### src/rtl/cordic_pkg.sv
// Shared types and constants for the quadrant sequencer around the
// 8-bit first-quadrant sin/cos CORDIC core.
package cordic_pkg;

    localparam int PHASE_W = 10;
    localparam int MAG_W   = 8;
    localparam int OUT_W   = 9;

    // Gain-compensated initial X of the core (documented for reference).
    localparam int K_INIT  = 155;

    typedef enum logic [1:0] {
        Q0 = 2'd0,
        Q1 = 2'd1,
        Q2 = 2'd2,
        Q3 = 2'd3
    } quad_t;

    typedef enum logic [1:0] {
        IDLE = 2'd0,
        LOAD = 2'd1,
        RUN  = 2'd2,
        DONE = 2'd3
    } state_t;

endpackage

### src/rtl/cordic_quadrant_map.sv
// Quadrant sign/swap of the first-quadrant core result.
// Ports: q, core_cos, core_sin in; cos_o, sin_o signed 9-bit out.
module cordic_quadrant_map
    import cordic_pkg::*;
(
    input  quad_t              q,
    input  logic [MAG_W-1:0]   core_cos,
    input  logic [MAG_W-1:0]   core_sin,
    output logic [OUT_W-1:0]   cos_o,
    output logic [OUT_W-1:0]   sin_o
);

    logic [OUT_W-1:0] c;
    logic [OUT_W-1:0] s;

    assign c = {1'b0, core_cos};
    assign s = {1'b0, core_sin};

    // Magnitudes stay <= 255, so 9-bit negation never overflows.
    always_comb begin
        cos_o = c;
        sin_o = s;
        unique case (q)
            Q0: begin
                cos_o = c;
                sin_o = s;
            end
            Q1: begin
                cos_o = -s;
                sin_o = c;
            end
            Q2: begin
                cos_o = -c;
                sin_o = -s;
            end
            Q3: begin
                cos_o = s;
                sin_o = -c;
            end
        endcase
    end

endmodule

### src/rtl/cordic_quadrant_seq.sv
// Sequencer: phase in -> one core conversion -> signed cos/sin out.
// Ports: CLK, RESET (sync, active-low); IN_VALID/IN_READY/PHASE in
// handshake; OUT_VALID/OUT_READY/COS_OUT/SIN_OUT/ERR out handshake;
// CORE_ANGLE/CORE_RESET_N to core, CORE_HALT/CORE_COS/CORE_SIN from core.
module cordic_quadrant_seq
    import cordic_pkg::*;
#(
    parameter int RESET_CYCLES = 2,
    parameter int MIN_RUN      = 2,
    parameter int TIMEOUT      = 32
) (
    input  logic               CLK,
    input  logic               RESET,
    input  logic               IN_VALID,
    output logic               IN_READY,
    input  logic [PHASE_W-1:0] PHASE,
    output logic               OUT_VALID,
    input  logic               OUT_READY,
    output logic [OUT_W-1:0]   COS_OUT,
    output logic [OUT_W-1:0]   SIN_OUT,
    output logic               ERR,
    output logic [MAG_W-1:0]   CORE_ANGLE,
    output logic               CORE_RESET_N,
    input  logic               CORE_HALT,
    input  logic [MAG_W-1:0]   CORE_COS,
    input  logic [MAG_W-1:0]   CORE_SIN
);

    localparam int CNT_W = $clog2(TIMEOUT + RESET_CYCLES + MIN_RUN) + 1;

    state_t           state;
    quad_t            q_r;
    logic [CNT_W-1:0] cnt;
    logic [OUT_W-1:0] map_cos;
    logic [OUT_W-1:0] map_sin;

    cordic_quadrant_map u_map (
        .q        (q_r),
        .core_cos (CORE_COS),
        .core_sin (CORE_SIN),
        .cos_o    (map_cos),
        .sin_o    (map_sin)
    );

    assign IN_READY = (state == IDLE);

    always_ff @(posedge CLK) begin
        if (!RESET) begin
            state        <= IDLE;
            q_r          <= Q0;
            cnt          <= '0;
            OUT_VALID    <= 1'b0;
            COS_OUT      <= '0;
            SIN_OUT      <= '0;
            ERR          <= 1'b0;
            CORE_ANGLE   <= '0;
            CORE_RESET_N <= 1'b0;
        end else begin
            unique case (state)
                IDLE: begin
                    CORE_RESET_N <= 1'b0;
                    if (IN_VALID) begin
                        q_r        <= quad_t'(PHASE[9:8]);
                        CORE_ANGLE <= PHASE[7:0];
                        cnt        <= '0;
                        state      <= LOAD;
                    end
                end
                LOAD: begin
                    cnt <= cnt + 1'b1;
                    if (cnt == CNT_W'(RESET_CYCLES - 1)) begin
                        CORE_RESET_N <= 1'b1;
                        cnt          <= '0;
                        state        <= RUN;
                    end
                end
                RUN: begin
                    cnt <= cnt + 1'b1;
                    // HALT is checked first so it wins over the timeout.
                    if (cnt >= CNT_W'(MIN_RUN) && CORE_HALT) begin
                        COS_OUT      <= map_cos;
                        SIN_OUT      <= map_sin;
                        ERR          <= 1'b0;
                        OUT_VALID    <= 1'b1;
                        CORE_RESET_N <= 1'b0;
                        state        <= DONE;
                    end else if (cnt == CNT_W'(TIMEOUT - 1)) begin
                        COS_OUT      <= '0;
                        SIN_OUT      <= '0;
                        ERR          <= 1'b1;
                        OUT_VALID    <= 1'b1;
                        CORE_RESET_N <= 1'b0;
                        state        <= DONE;
                    end
                end
                DONE: begin
                    CORE_RESET_N <= 1'b0;
                    if (OUT_READY) begin
                        OUT_VALID <= 1'b0;
                        ERR       <= 1'b0;
                        state     <= IDLE;
                    end
                end
            endcase
        end
    end

endmodule

### config.mk
export PLATFORM = sky130hd
export DESIGN_NAME = cordic_quadrant_seq
export DESIGN_NICKNAME = d
export VERILOG_FILES = /design/src/rtl/cordic_pkg.sv /design/src/rtl/cordic_quadrant_map.sv /design/src/rtl/cordic_quadrant_seq.sv
export SDC_FILE = /design/constraint.sdc
export NUM_CORES = 1
export LEC_CHECK = 0
export CORE_ASPECT_RATIO = 1.4
export CORE_MARGIN = 4
export CORE_UTILIZATION = 46
export DETAILED_ROUTE_END_ITERATION = 10
export MAX_ROUTING_LAYER = met4
export PLACE_DENSITY = 0.75
export RECOVER_POWER = 25
export SLEW_MARGIN = 20
export SYNTH_ARGS = -nofsm -noshare
export SYNTH_HDL_FRONTEND = slang
export SYNTH_SLANG_ARGS = --single-unit
### constraint.sdc
create_clock -name CLK -period 2.8 [get_ports CLK]
set_clock_uncertainty 0.2 [all_clocks]
set_input_delay 0.56 -clock CLK [delete_from_list [all_inputs] [get_ports CLK]]
set_output_delay 0.56 -clock CLK [all_outputs]
set_load 0.005 [all_outputs]
==> reports/metrics.csv, run 1 <==
stage,metric,value,unit
outcome,status,"complete, no violations",
route,drt_iter0_markers,294,
layout,finalNetCount,421,
yosys,synth_area_leaders,"dfxtp_1 31%, nand2_1 6.4%, ha_1 4.8%",
job,cap_violations,0,
critical_path,critPathCaptureType,flip-flop,
die,die_area,6890,um^2
yosys,synth-seq-area-share,0.310,
critical_path,start_kind,input port,
grt,overflow,0,
yosys,synth_top_area_frac,0.310,
cts,clock_latency,0.30,ns
layout,utilization,0.630,
cts,cts_buffers,5,
yosys,post-synth-top-count-cell,nand2_1,
layout,drive_gt1_frac,0.131,
yosys,synth_nets,342,
sta,max_freq,396,MHz
power,power_density,530,nW/um^2
sta,finalSetupViolations,0,
yosys,ys_top_cells_by_count,"44 x nand2_1, 40 x dfxtp_1, 15 x inv_1",
route,firstDrtPassIters,4,
yosys,syn_avg_cell_area,8.57,um^2
layout,fillCellCount,479,
power,vdd_drop_max,0.423,mV
route,wl,7.01,mm
place,port_buffers,60,
route,viasPerCell,5.69,
die,num_rows,32,
sta,relSlewSlack,0.522,
yosys,synthFlopType,dfxtp_1,
cts,cts_root_buf,clkbuf_8,
grt,grt_pass1_wl,11.3,mm
sta,hold_viol,0,
worst_hold_path,hp-class,flip-flop to flip-flop,
cts,cts_num_sinks,40,
grt,antenna_found_initial,0,
cts,cts_tree,done,
critical_path,r2r_cells,7,
power,p_leak,1.34,nW
grt,grt_max_degree,22,
worst_hold_path,hold_depth,2,
yosys,ys_ff_latch,40,
die,core_area,5490,um^2
yosys,synthArstFlopShare,0,
yosys,yosys.area_share.simple,0.228,
yosys,synth-compound-area-share,0.223,
yosys,synthAdderAreaFrac,0.0485,
yosys,synth_top_family_by_area,simple AND/OR/NAND/NOR gates,
cts,post_cts_buffers,0,
route,ant_nets,0,
sta,period_minus_slack,2.53,ns
sta,min_period_over_period,0.903,
place,dp_hpwl,5.43,mm
yosys,yosysUniqueCellTypes,60,
cts,h-tree-depth,2,
yosys,synth_warnings,0,
yosys,muxShareOfSynthArea,0.0878,
sta,hold_ws,0.266,ns
cts,cts_buffer_depth,2,
sta,tightest_slew,0.717,ns
grt,track_usage,0.208,
critical_path,crit_type,input port to flip-flop,
die,fp.dieW,71.3,um
place,place.gp.congestion,0.961,
die,start_util,0.470,
cts,ctsHoldBuffers,0,
yosys,synth-edff-count,0,
route,drc,0,
layout,fin_cells,449,
yosys,synthCells,301,
die,die_h,96.6,um
critical_path,cp.required,2.80,ns
cts,clk_pin_slew,0.09,ns
layout,diodes,0,
layout,syn_to_final_growth,33.9,%
grt,grt_pass1_vias,2461,
yosys,synth_xor_area_frac,0.0373,
cts,cts_resized,0,
place,dpl.cell_count,441,
route,wl_per_cell,15.6,um
yosys,syn_area,2580,um^2
critical_path,worstPathMaxFanout,4,
die,ios,61,
sta,slew_violations,0,
sta,setup-tns-final,0,ns
route,vias,2555,
sta,rsz0062_at_grt,no,
yosys,yosysTopAreaCell,dfxtp_1,
critical_path,worst_ep_arrival_time,2.52,ns
-- cell type report --
class | count | area [um^2] | area share
inverters | 15 | 56.3 | 0.0163
well taps | 68 | 85.1 | 0.0246
flip-flops and latches | 40 | 801 | 0.232
repair buffers | 88 | 807 | 0.234
clock buffers | 5 | 68.8 | 0.0199
clock inverters | 3 | 23.8 | 0.00688
multi-input cells | 230 | 1610 | 0.467
-- sequential cells by signal (all words and copies together) (netlist names), 2 cells and up --
signal      count
cnt             7
CORE_ANGLE      8
state           2
COS_OUT         9
q_r             2
SIN_OUT         9
-- metrics by stage --
step	worst slack, ns	total power [mW]	instance area, um^2
after floorplan	0.535	1.17	2580
after global placement	0.0631	1.43	3370
after CTS	0.288	1.84	3460
after global routing	0.215	1.96	3450
after detailed placement	-0.0205	1.44	3370
final	0.272	1.83	3450
-- path summary, 6_finish.rpt --
kind,start,endpoint,slack (ns)
worst max-delay path,CORE_SIN[1],COS_OUT[6]$_SDFFE_PN0P_,0.27
worst min-delay path,CORE_ANGLE[1]$_SDFFE_PN0P_,CORE_ANGLE[1]$_SDFFE_PN0P_,0.27
worst max register to register,cnt[0]$_SDFFE_PN0P_,COS_OUT[3]$_SDFFE_PN0P_,0.61
worst min register to register,CORE_ANGLE[1]$_SDFFE_PN0P_,CORE_ANGLE[1]$_SDFFE_PN0P_,0.27
-- critical path: stages --
cell             delay [ns]
clkdlybuf4s50_1        0.43
inv_1                  0.07
ha_1                   0.17
or4b_1                 0.52
nor3_1                 0.32
o21a_1                 0.19
a211oi_1               0.05
a22o_1                 0.21
-- power by group --
part           leakage, nW  internal (mW)  switching, mW
registers            0.324          0.627         0.0676
clock network       0.0404          0.177          0.224
logic                0.975          0.361          0.374
total                 1.34           1.16          0.665
-- metal layers --
| metal | track usage | wire length, um | share of wire |
|---|---|---|---|
| met1 | 0.217 | 2700 | 0.39 |
| met2 | 0.370 | 3680 | 0.52 |
| met3 | 0.0385 | 366 | 0.052 |
| met4 | 0.0970 | 263 | 0.038 |
| met5 | - | 0 | 0 |
-- layout by cell type (no fill, tap or decap), types with 5 or more instances in the layout --
master	n
clkbuf_8	5
xor2_1	5
o2bb2ai_1	6
a21oi_1	8
a31oi_1	5
nand3_1	6
mux4_2	5
clkdlybuf4s50_1	52
nor4_1	5
dlygate4sd3_1	8
nor3_1	10
o21ai_0	12
a21boi_0	14
mux2i_1	8
nand2_1	44
xnor2_1	6
nor2_1	13
inv_1	15
a22o_1	5
buf_4	27
and2_1	12
dfxtp_1	40
ha_1	10
-- kinds of logic after synthesis --
group / after synthesis
AND/OR/NAND/NOR: 115
AO/OA/AOI/OAI: 78
flip-flops: 40
buffers and inverters: 31
multiplexers: 16
XOR/XNOR: 11
adder cells (fa/ha/maj): 10
No activity file was read; power rests on OpenSTA's default activity.
==> inputs of run 2 (changes only) <==
--- a/config.mk
+++ b/config.mk
@@ -8,6 +8,7 @@
 export CORE_ASPECT_RATIO = 1.4
 export CORE_MARGIN = 4
 export CORE_UTILIZATION = 46
+export CTS_BUF_LIST = sky130_fd_sc_hd__clkbuf_2 sky130_fd_sc_hd__clkbuf_4 sky130_fd_sc_hd__clkbuf_8
 export DETAILED_ROUTE_END_ITERATION = 10
 export MAX_ROUTING_LAYER = met4
 export PLACE_DENSITY = 0.75
==> results of run 2 <==
Final layout, timing and power as in run 1 (identical DEF).
==> inputs of run 3 (changes only) <==
--- a/config.mk
+++ b/config.mk
@@ -6,7 +6,6 @@
 export NUM_CORES = 1
 export LEC_CHECK = 0
 export CORE_ASPECT_RATIO = 1.4
-export CORE_MARGIN = 4
 export CORE_UTILIZATION = 46
 export CTS_BUF_LIST = sky130_fd_sc_hd__clkbuf_2 sky130_fd_sc_hd__clkbuf_4 sky130_fd_sc_hd__clkbuf_8
 export DETAILED_ROUTE_END_ITERATION = 10
==> reports/metrics.csv, run 3 (synthesized netlist as in run 1, its figures left out) <==
stage,metric,value,unit
route,wl,6.90,mm
route,viasPerCell,5.60,
critical_path,critPathCaptureType,flip-flop,
power,vdd_drop_max,0.450,mV
layout,register_area,801,um^2
worst_hold_path,holdPathEnd,CORE_ANGLE[7]$_SDFFE_PN0P_,
power,power_density,551,nW/um^2
job,cap_violations,0,
die,core_area,5280,um^2
critical_path,r2r_setup_slack,0.59,ns
grt,grt_max_degree,25,
grt,antenna_found_initial,0,
cts,h-tree-depth,2,
sta,hold_ws,0.263,ns
place,port_buffers,60,
cts,cts_resized,0,
layout,utilization,0.656,
layout,layout_commonest_cell,clkdlybuf4s50_1,
sta,finalSetupViolations,0,
route,vias,2490,
place,dp_hpwl,5.32,mm
cts,post_cts_buffers,0,
sta,tightest_slew,0.666,ns
route,firstDrtPassIters,4,
outcome,status,"complete, no violations",
layout,syn_to_final_growth,34.1,%
route,drc,0,
cts,ctsHoldBuffers,0,
layout,drive_gt1_frac,0.129,
sta,min_period_over_period,0.915,
route,wl_per_cell,15.5,um
layout,diodes,0,
die,die_area,5920,um^2
layout,finalNetCount,419,
cts,clock_latency,0.29,ns
sta,slew_violations,0,
cts,cts_buffer_depth,2,
power,p_leak,1.35,nW
critical_path,crit_type,input port to flip-flop,
sta,period_minus_slack,2.56,ns
grt,grt_pass1_vias,2459,
critical_path,worstPathMaxFanout,6,
critical_path,cp.required,2.78,ns
die,fp.dieW,65.3,um
worst_hold_path,hp-class,flip-flop to flip-flop,
critical_path,r2r_end,SIN_OUT[5]$_SDFFE_PN0P_,
die,ios,61,
power,finalPower,1.91,mW
layout,layout_common_cells,"52 x clkdlybuf4s50_1, 44 x nand2_1, 40 x dfxtp_1",
cts,cts_tree,done,
critical_path,start_kind,input port,
route,drt_iter0_markers,144,
layout,multi_input_area,1610,um^2
worst_hold_path,hold_depth,2,
route,ant_nets,0,
cts,cts_num_sinks,40,
layout,reg_top3,"COS_OUT (9), SIN_OUT (9), CORE_ANGLE (8)",
place,place.gp.congestion,0.897,
sta,rsz0062_at_grt,no,
critical_path,worst_ep_arrival_time,2.55,ns
sta,hold_viol,0,
cts,cts_buffers,5,
worst_hold_path,holdCritStartpoint,CORE_ANGLE[7]$_SDFFE_PN0P_,
die,start_util,0.489,
grt,grt_pass1_wl,11.2,mm
die,num_rows,31,
sta,max_freq,390,MHz
die,die_h,90.6,um
sta,relSlewSlack,0.555,
critical_path,r2r_cells,3,
cts,cts_root_buf,clkbuf_8,
grt,overflow,0,
critical_path,r2r-start,q_r[0]$_SDFFE_PN0P_,
layout,fillCellCount,477,
cts,clk_pin_slew,0.08,ns
grt,track_usage,0.249,
==> run 3: cell count changes in the layout (fill, tap and decap cells not counted) <==
| cell | change |
|---|---|
| clkinvlp_4 | -1 |
| and2_1 | -1 |
| clkbuf_1 | -1 |
| buf_4 | -1 |
| clkinv_2 | +1 |
| bufinv_16 | +1 |
| and2_0 | +1 |
| clkinv_4 | -1 |
==> run 3: how the worst max path moves through the flow <==
stage	startpoint	to	slack, ns	depth (start not counted)
floorplan	CORE_SIN[0]	COS_OUT[6]$_SDFFE_PN0P_	0.53	7
global placement	CORE_COS[1]	SIN_OUT[5]$_SDFFE_PN0P_	0.03	6
detailed placement	CORE_COS[1]	SIN_OUT[5]$_SDFFE_PN0P_	-0.04	6
CTS	CORE_COS[0]	COS_OUT[4]$_SDFFE_PN0P_	0.25	8
global route	CORE_COS[0]	COS_OUT[4]$_SDFFE_PN0P_	0.13	8
finish	CORE_COS[0]	COS_OUT[4]$_SDFFE_PN0P_	0.24	8
==> run 3: report_power, final <==
group | leakage (nW) | switching [mW] | internal (mW) | total (mW)
Sequential | 0.324 | 0.0688 | 0.626 | 0.695
Combinational | 0.968 | 0.373 | 0.359 | 0.732
Clock | 0.0541 | 0.215 | 0.264 | 0.479
Total | 1.35 | 0.658 | 1.25 | 1.91
==> run 3: cell type report <==
cell class | instances | share of cell area
Clock inverter | 3 | 0.0123
Inverter | 15 | 0.0163
Tap cell | 66 | 0.0239
Multi-Input combinational cell | 230 | 0.466
Clock buffer | 5 | 0.0199
Timing Repair Buffer | 86 | 0.230
Sequential cell | 40 | 0.231
==> run 3: layer usage <==
metal | track usage | vias to the layer above | part of all wire
met5 | - | - | 0
met4 | 0.152 | 0 | 0.043
met3 | 0.0429 | 22 | 0.040
met2 | 0.424 | 87 | 0.51
met1 | 0.261 | 1129 | 0.41
li1 | - | 1252 | -
==> run 3: metrics by stage <==
stage                     TNS (ns)  cell area (um^2)  cells  setup WS [ns]
final                            0              3460    445          0.239
after global routing             0              3460    445          0.130
after CTS                        0              3460    445          0.246
after detailed placement   -0.0558              3350    437        -0.0422
after global placement           0              3350    437         0.0330
after floorplan                  0              2580    301          0.535
==> run 3: worst max-delay path, stage by stage <==
cell and delay, ns:
clkdlybuf4s50_1 0.61, inv_1 0.07, ha_1 0.21, nor3b_1 0.16, nand2b_1 0.16, mux4_2 0.46
a32oi_1 0.23, nor2b_1 0.07
